`config.mk`:
```
export PLATFORM = sky130hd
export DESIGN_NAME = irq_stim_gen
export DESIGN_NICKNAME = d
export VERILOG_FILES = /design/src/rtl/irq_stim_pkg.sv /design/src/rtl/irq_stim_chan.sv /design/src/rtl/irq_stim_gen.sv
export SDC_FILE = /design/constraint.sdc
export NUM_CORES = 1
export LEC_CHECK = 0
export ABC_AREA = 1
export CORE_UTILIZATION = 51
export DETAILED_ROUTE_END_ITERATION = 7
export PLACE_DENSITY = 0.95
export SLEW_MARGIN = 15
export SYNTH_ARGS = -nofsm -noshare
export SYNTH_HDL_FRONTEND = slang
export SYNTH_SLANG_ARGS = --single-unit
```
`constraint.sdc`:
```
create_clock -name clk -period 4.25 [get_ports clk]
set_clock_uncertainty 0.15 [all_clocks]
set_input_delay 1.0625 -clock clk [delete_from_list [all_inputs] [get_ports clk]]
set_output_delay 1.0625 -clock clk [all_outputs]
set_load 0.005 [all_outputs]
```
`src/rtl/irq_stim_pkg.sv`:
```
// Shared types, default widths and packed-field helpers for the irq stimulus generator.
package irq_stim_pkg;

  // Default widths used by the top-level parameters
  localparam int unsigned DefNumCh = 4;
  localparam int unsigned DefAddrW = 32;
  localparam int unsigned DefLenW  = 4;
  localparam int unsigned DefCntW  = 4;

  // Per-channel sequencer state
  typedef enum logic [1:0] {
    StIdle  = 2'd0,
    StWait  = 2'd1,
    StPulse = 2'd2
  } state_e;

  // LSB position of channel 'ch' inside a packed vector of 'width'-bit fields
  function automatic int unsigned field_lsb(input int unsigned ch, input int unsigned width);
    return ch * width;
  endfunction

endpackage

```
`src/rtl/irq_stim_chan.sv`:
```
// One trigger channel: IDLE/WAIT/PULSE sequencer, delay/length counter, re-arm flag and
// saturating fire counter.
module irq_stim_chan
  import irq_stim_pkg::*;
#(
  parameter int unsigned ADDR_W = DefAddrW,
  parameter int unsigned LEN_W  = DefLenW,
  parameter int unsigned CNT_W  = DefCntW
) (
  input  logic              clk,
  input  logic              reset,
  input  logic [ADDR_W-1:0] addr,
  input  logic              ch_en,
  input  logic [ADDR_W-1:0] match_addr,
  input  logic [LEN_W-1:0]  pulse_len,
  input  logic [LEN_W-1:0]  delay,
  input  logic [CNT_W-1:0]  fire_limit,
  input  logic              clear,
  output logic              irq,
  output logic              irq_next,
  output logic [CNT_W-1:0]  fire_cnt,
  output logic              done
);

  state_e             state_q, state_d;
  logic [LEN_W-1:0]   cnt_q, cnt_d;
  logic [LEN_W-1:0]   len_q, len_d;
  logic               armed_q, armed_d;
  logic [CNT_W-1:0]   fire_cnt_q, fire_cnt_d;
  logic               irq_q, irq_d;

  logic               addr_hit;
  logic               below_limit;
  logic               trigger;

  assign addr_hit    = (addr == match_addr);
  assign below_limit = (fire_limit == '0) || (fire_cnt_q < fire_limit);
  // armed_q is the pre-edge value, so a PC parked on the match address cannot re-fire
  assign trigger     = (state_q == StIdle) && ch_en && armed_q && addr_hit && below_limit;

  // State register: all channel state, cleared asynchronously on reset
  always_ff @(posedge clk or negedge reset) begin
    if (!reset) begin
      state_q    <= StIdle;
      cnt_q      <= '0;
      len_q      <= '0;
      armed_q    <= 1'b1;
      fire_cnt_q <= '0;
      irq_q      <= 1'b0;
    end else begin
      state_q    <= state_d;
      cnt_q      <= cnt_d;
      len_q      <= len_d;
      armed_q    <= armed_d;
      fire_cnt_q <= fire_cnt_d;
      irq_q      <= irq_d;
    end
  end

  // Next-state: trigger/latch in IDLE, count down in WAIT and PULSE; clear wins over all
  always_comb begin
    state_d    = state_q;
    cnt_d      = cnt_q;
    len_d      = len_q;
    armed_d    = armed_q;
    fire_cnt_d = fire_cnt_q;

    if (clear) begin
      state_d    = StIdle;
      cnt_d      = '0;
      len_d      = '0;
      armed_d    = 1'b1;
      fire_cnt_d = '0;
    end else begin
      unique case (state_q)
        StIdle: begin
          if (trigger) begin
            // Config is latched so later changes cannot disturb this operation
            len_d   = pulse_len;
            armed_d = 1'b0;
            if (fire_cnt_q != '1) begin
              fire_cnt_d = fire_cnt_q + CNT_W'(1);
            end
            if (delay == '0) begin
              state_d = StPulse;
              cnt_d   = pulse_len;
            end else begin
              state_d = StWait;
              cnt_d   = delay - LEN_W'(1);
            end
          end else if (!armed_q && !addr_hit) begin
            armed_d = 1'b1;
          end
        end
        StWait: begin
          if (cnt_q == '0) begin
            state_d = StPulse;
            cnt_d   = len_q;
          end else begin
            cnt_d = cnt_q - LEN_W'(1);
          end
        end
        StPulse: begin
          if (cnt_q == '0) begin
            state_d = StIdle;
          end else begin
            cnt_d = cnt_q - LEN_W'(1);
          end
        end
        default: begin
          state_d = StIdle;
        end
      endcase
    end
  end

  // Outputs: irq follows the next state so it is high exactly while in PULSE
  always_comb begin
    irq_d    = (state_d == StPulse);
    irq_next = irq_d;
    irq      = irq_q;
    fire_cnt = fire_cnt_q;
    done     = (fire_limit != '0) && (fire_cnt_q >= fire_limit);
  end

endmodule

```
`src/rtl/irq_stim_gen.sv`:
```
// Multi-channel interrupt stimulus generator: slices packed config per channel and
// registers the OR of all interrupt lines.
module irq_stim_gen
  import irq_stim_pkg::*;
#(
  parameter int unsigned NUM_CH = DefNumCh,
  parameter int unsigned ADDR_W = DefAddrW,
  parameter int unsigned LEN_W  = DefLenW,
  parameter int unsigned CNT_W  = DefCntW
) (
  input  logic                     clk,
  input  logic                     reset,
  input  logic [ADDR_W-1:0]        addr,
  input  logic [NUM_CH-1:0]        ch_en,
  input  logic [NUM_CH*ADDR_W-1:0] match_addr,
  input  logic [NUM_CH*LEN_W-1:0]  pulse_len,
  input  logic [NUM_CH*LEN_W-1:0]  delay,
  input  logic [NUM_CH*CNT_W-1:0]  fire_limit,
  input  logic                     clear,
  output logic [NUM_CH-1:0]        irq,
  output logic                     irq_any,
  output logic [NUM_CH*CNT_W-1:0]  fire_cnt,
  output logic [NUM_CH-1:0]        done
);

  logic [NUM_CH-1:0] irq_next;
  logic              irq_any_q;

  for (genvar i = 0; i < NUM_CH; i++) begin : g_chan
    localparam int unsigned AddrLsb = field_lsb(i, ADDR_W);
    localparam int unsigned LenLsb  = field_lsb(i, LEN_W);
    localparam int unsigned CntLsb  = field_lsb(i, CNT_W);

    irq_stim_chan #(
      .ADDR_W (ADDR_W),
      .LEN_W  (LEN_W),
      .CNT_W  (CNT_W)
    ) u_chan (
      .clk        (clk),
      .reset      (reset),
      .addr       (addr),
      .ch_en      (ch_en[i]),
      .match_addr (match_addr[AddrLsb +: ADDR_W]),
      .pulse_len  (pulse_len[LenLsb +: LEN_W]),
      .delay      (delay[LenLsb +: LEN_W]),
      .fire_limit (fire_limit[CntLsb +: CNT_W]),
      .clear      (clear),
      .irq        (irq[i]),
      .irq_next   (irq_next[i]),
      .fire_cnt   (fire_cnt[CntLsb +: CNT_W]),
      .done       (done[i])
    );
  end

  // irq_any built from next irq values so it lines up with the per-channel registers
  always_ff @(posedge clk or negedge reset) begin
    if (!reset) begin
      irq_any_q <= 1'b0;
    end else begin
      irq_any_q <= |irq_next;
    end
  end

  assign irq_any = irq_any_q;

endmodule

```
==> results by group <==
Min path
  – Hold Crit Class: reg -> reg
  – Worst Min Path Start: g_chan[0].u_chan.len_q[3]

Logic synthesis
  – Simple-gate share of the synthesized area: 28.27%
  – Synth Area in Compound Gates: ~11%
  – Mapped Area: 6974 um2
  – Fraction of synthesized area in multiplexers: 0%
  – Synth Net Count: 1,291
  – Avg Cell Area, Syn: between 6 and 7 um2
  – Syn. warnings: 0
  – Synthesized flop and latch total: 65
  – Synth Area in Adders: approximately a tenth
  – Async set or reset register ratio after synthesis: 100.0%
  – Count of cell types in the netlist: 42
  – Syn Inst Count: ~1,000
  – Main combinational cell family by area after synthesis: simple AND/OR/NAND/NOR gates
  – Part of the Yosys area used for sequential elements: 23.39%
  – Post-synth EDFFs: 0
  – Main synth FF type: dfrtp_1
  – XOR/XNOR share of the synthesized area: between 10 and 15%

Floorplan
  – Chip height: 118.9 um
  – IO Count: 240
  – Die Wd: 118.9 um
  – Die ar.: about 14,000 um2
  – Core area: ~13,000 um2
  – Placement row count: 42
  – Initial Util: 52.46%

Clock tree
  – Worst skew pair latency: around 0.33 ns
  – Htree depth: 3
  – Worst-path clk slew: 0.05 ns
  – Number of hold buffers added after cts: 0
  – Clock Sinks: 65
  – TritonCTS clock tree: built
  – Clk root buf: clkbuf_16
  – CTS Buf Count: 9
  – Bufs on Longest Clock Path: 2

Global route
  – Largest net degree at the start of global routing: 47
  – Vias in the first global route: 7,036
  – Antenna violations before repair: 0
  – Global-route wire length before repair: 31.97 mm
  – GR Util All Layers: 28.24%
  – Global route overflow: 0

Worst setup path
  – Crit path launch: fire_limit[11]
  – Critical path peak fanout: 2
  – R2R Setup Slk: 1.76 ns
  – Critical path capture point type: output pin
  – Worst r2r src: g_chan[0].u_chan.fire_cnt[1]
  – Slowest-stage cell, CP: clkdlybuf4s50_1
  – Crit-path max cell delay: ~0.49 ns
  – Crit-path cells: clkdlybuf4s50_1, inv_1, ha_1, nand2_1, o21ai_0, o21a_1, clkdlybuf4s50_1
  – CP Data Arrival Time: 2.80 ns
  – Setup Crit Path Kind: in -> out
  – CP required: 3.04 ns
  – CP Launch Type: input port
  – Top cell by count, worst path: clkdlybuf4s50_1

Place
  – HPWL Detailed: 16.64 mm
  – RePlAce Congestion: 0.9415
  – PortBufs: 239

Detailed routing
  – Routed WL: 19.85 mm
  – First-iteration detailed-routing DRC count: 402
  – Vias/cell: a little over 5
  – Drt drc: 0
  – DRT Pass-1 Iters: 6
  – Detailed-route wire length per cell: 13.98 um
  – Antenna Nets Post-Route: 0
  – Via count: 7,258

STA
  – Max-slew violation count: 0
  – Slew HR: 44.31%
  – Final period utilization: between 90% and 100%
  – Max frequency: 249.1 MHz
  – Setup tns final: 0 ns
  – Final Hold Vio Count: 0
  – Slew at the pin with the worst max-slew slack: approximately 0.83 ns
  – Final min period: 4.014 ns
  – RSZ-0062 raised after global routing: false
  – Final setup viols: 0

Pwr
  – Maximum VDD drop: 0.0001952 V
  – Leak: 4.543 nW
  – Pwr per Cell Area: ~220 nW/um2
  – Total chip power: about 0.0021 W

Cells and area
  – Inserted Diodes: 0
  – Proportion of layout cells with a drive suffix above 1: 5.145%
  – Area delta synth->final: 38.20%
  – Final net count: 1,507

Outcome
  – Outcome: completed

Run
  – Max-cap violations: 0
[what timing repair did]
action                     in CTS  in global routing
setup buffers                   0                  1
setup endpoints to repair       0                  3
gates resized for setup         0                  7
[layout by cell type, fill, tap and decap left out, drive strengths merged, types with 3 or more instances in the layout]
| master | Yosys | routed |
|---|---|---|
| a221oi | 7 | 7 |
| nor2 | 98 | 98 |
| clkdlybuf4s50 | 0 | 235 |
| a21oi | 28 | 28 |
| buf | 34 | 6 |
| o21ai | 53 | 53 |
| a31oi | 4 | 4 |
| nand3 | 52 | 52 |
| o221ai | 10 | 10 |
| o22ai | 3 | 3 |
| clkbuf | 5 | 12 |
| o211ai | 9 | 9 |
| nor3 | 14 | 14 |
| dfrtp | 61 | 61 |
| o31ai | 4 | 4 |
| xnor2 | 102 | 102 |
| inv | 172 | 172 |
| ha | 52 | 52 |
| xor2 | 10 | 10 |
| dlymetal6s2s | 0 | 3 |
| nand4 | 11 | 11 |
| nand2 | 280 | 280 |
| dfstp | 4 | 4 |
[flip-flops by register name, summed over array words and instances (netlist names)]
signal / cells
g_chan.u_chan.len_q: 16
g_chan.u_chan.irq: 4
g_chan.u_chan.state_q: 8
g_chan.u_chan.armed_q: 4
g_chan.u_chan.cnt_q: 16
g_chan.u_chan.fire_cnt: 16
irq_any: 1
[synthesized netlist by cell type (3+ instances only)]
cell	n	share of area, %
a221oi_1	7	0.88
nor2_4	6	0.97
o21ai_0	42	3.0
nor3_1	14	1.0
buf_6	13	2.1
nor2_1	84	4.5
nand2_1	275	15
nand3_4	3	0.75
xor2_1	10	1.3
o211ai_1	9	0.97
dfrtp_1	61	22
o221ai_1	9	1.1
buf_4	9	0.97
a31oi_1	4	0.36
ha_1	52	9.3
inv_1	163	8.8
clkbuf_1	5	0.27
buf_2	11	0.79
o22ai_1	3	0.27
o21ai_1	8	0.57
inv_2	9	0.48
nand2_4	3	0.48
nor2_2	8	0.72
dfstp_2	4	1.5
a21oi_1	28	2.0
nand4_1	11	0.99
o31ai_1	4	0.43
nand3_1	48	3.4
xnor2_1	102	13
[layout make-up]
class                           count  area (um2)
Tap cell                          176       220.2
Sequential cell                    65        1632
Clock inverter                      3       40.04
Clock buffer                       12       256.5
Timing Repair Buffer              244        2432
Inverter                          172       645.6
Multi-Input combinational cell    748        4412
Fill cell                        1007        3657
[stage by stage]
| stage | area, um2 | util [%] | instances | hold WS, ns | worst slack [ns] |
|---|---|---|---|---|---|
| 2_1_floorplan | 6974 | - | 1024 | 0.2919 | 1.077 |
| 3_3_place_gp | 9320 | 70.10 | 1404 | 0.3210 | 0.1351 |
| 3_5_place_dp | 9320 | 70.10 | 1404 | 0.3272 | 0.05398 |
| 4_1_cts | 9617 | 72.33 | 1419 | 0.3407 | 0.04584 |
| 5_1_grt | 9638 | 72.49 | 1420 | 0.3454 | 0.1586 |
| 6_report | 9638 | 72.49 | 1420 | 0.3352 | 0.2355 |
[cell families (layout without fill, tap and decap cells)]
| family | count (synthesis) | count (layout) |
|---|---|---|
| and+or+nand+nor | 458 | 458 |
| DFF | 65 | 65 |
| buffers and inverters | 211 | 431 |
| xor gates and xnor gates | 112 | 112 |
| adders and majority gates | 52 | 52 |
| AOI/OAI and AO/OA | 126 | 126 |
[metal layers]
metal | vias to the layer above | global-route usage, % | share of wire, %
met1 | 3309 | 32.65 | 40
li1 | 3639 | - | -
met2 | 265 | 51.32 | 51
met3 | 45 | 5.939 | 6.2
met5 | - | 0 | 0
met4 | 0 | 9.652 | 2.8
[where the power goes]
part,internal (W),switching (W),total [W]
Sequential,0.000646,0.0000283,0.000674
Clock,0.000481,0.000265,0.000746
Combinational,0.000368,0.000300,0.000668
[final timing paths]
check | end | cells after the start
min reg2reg | g_chan[0].u_chan.len_q[3] | 2
min in group asynchronous | g_chan[2].u_chan.cnt_q[0] | 1
max | done[2] | 7
max reg2reg | g_chan[0].u_chan.fire_cnt[2] | 13
max in group asynchronous | g_chan[0].u_chan.cnt_q[1] | 2
min | g_chan[0].u_chan.len_q[3] | 2
[worst max-delay path, delay by kind of cell]
kind	cells	cell delay [ns]
buf+inv	3	1.00
compound gates	2	0.38
fa+ha+maj	1	0.30
simple gates	1	0.06
Note: power is estimated with default switching activity, not from simulation.
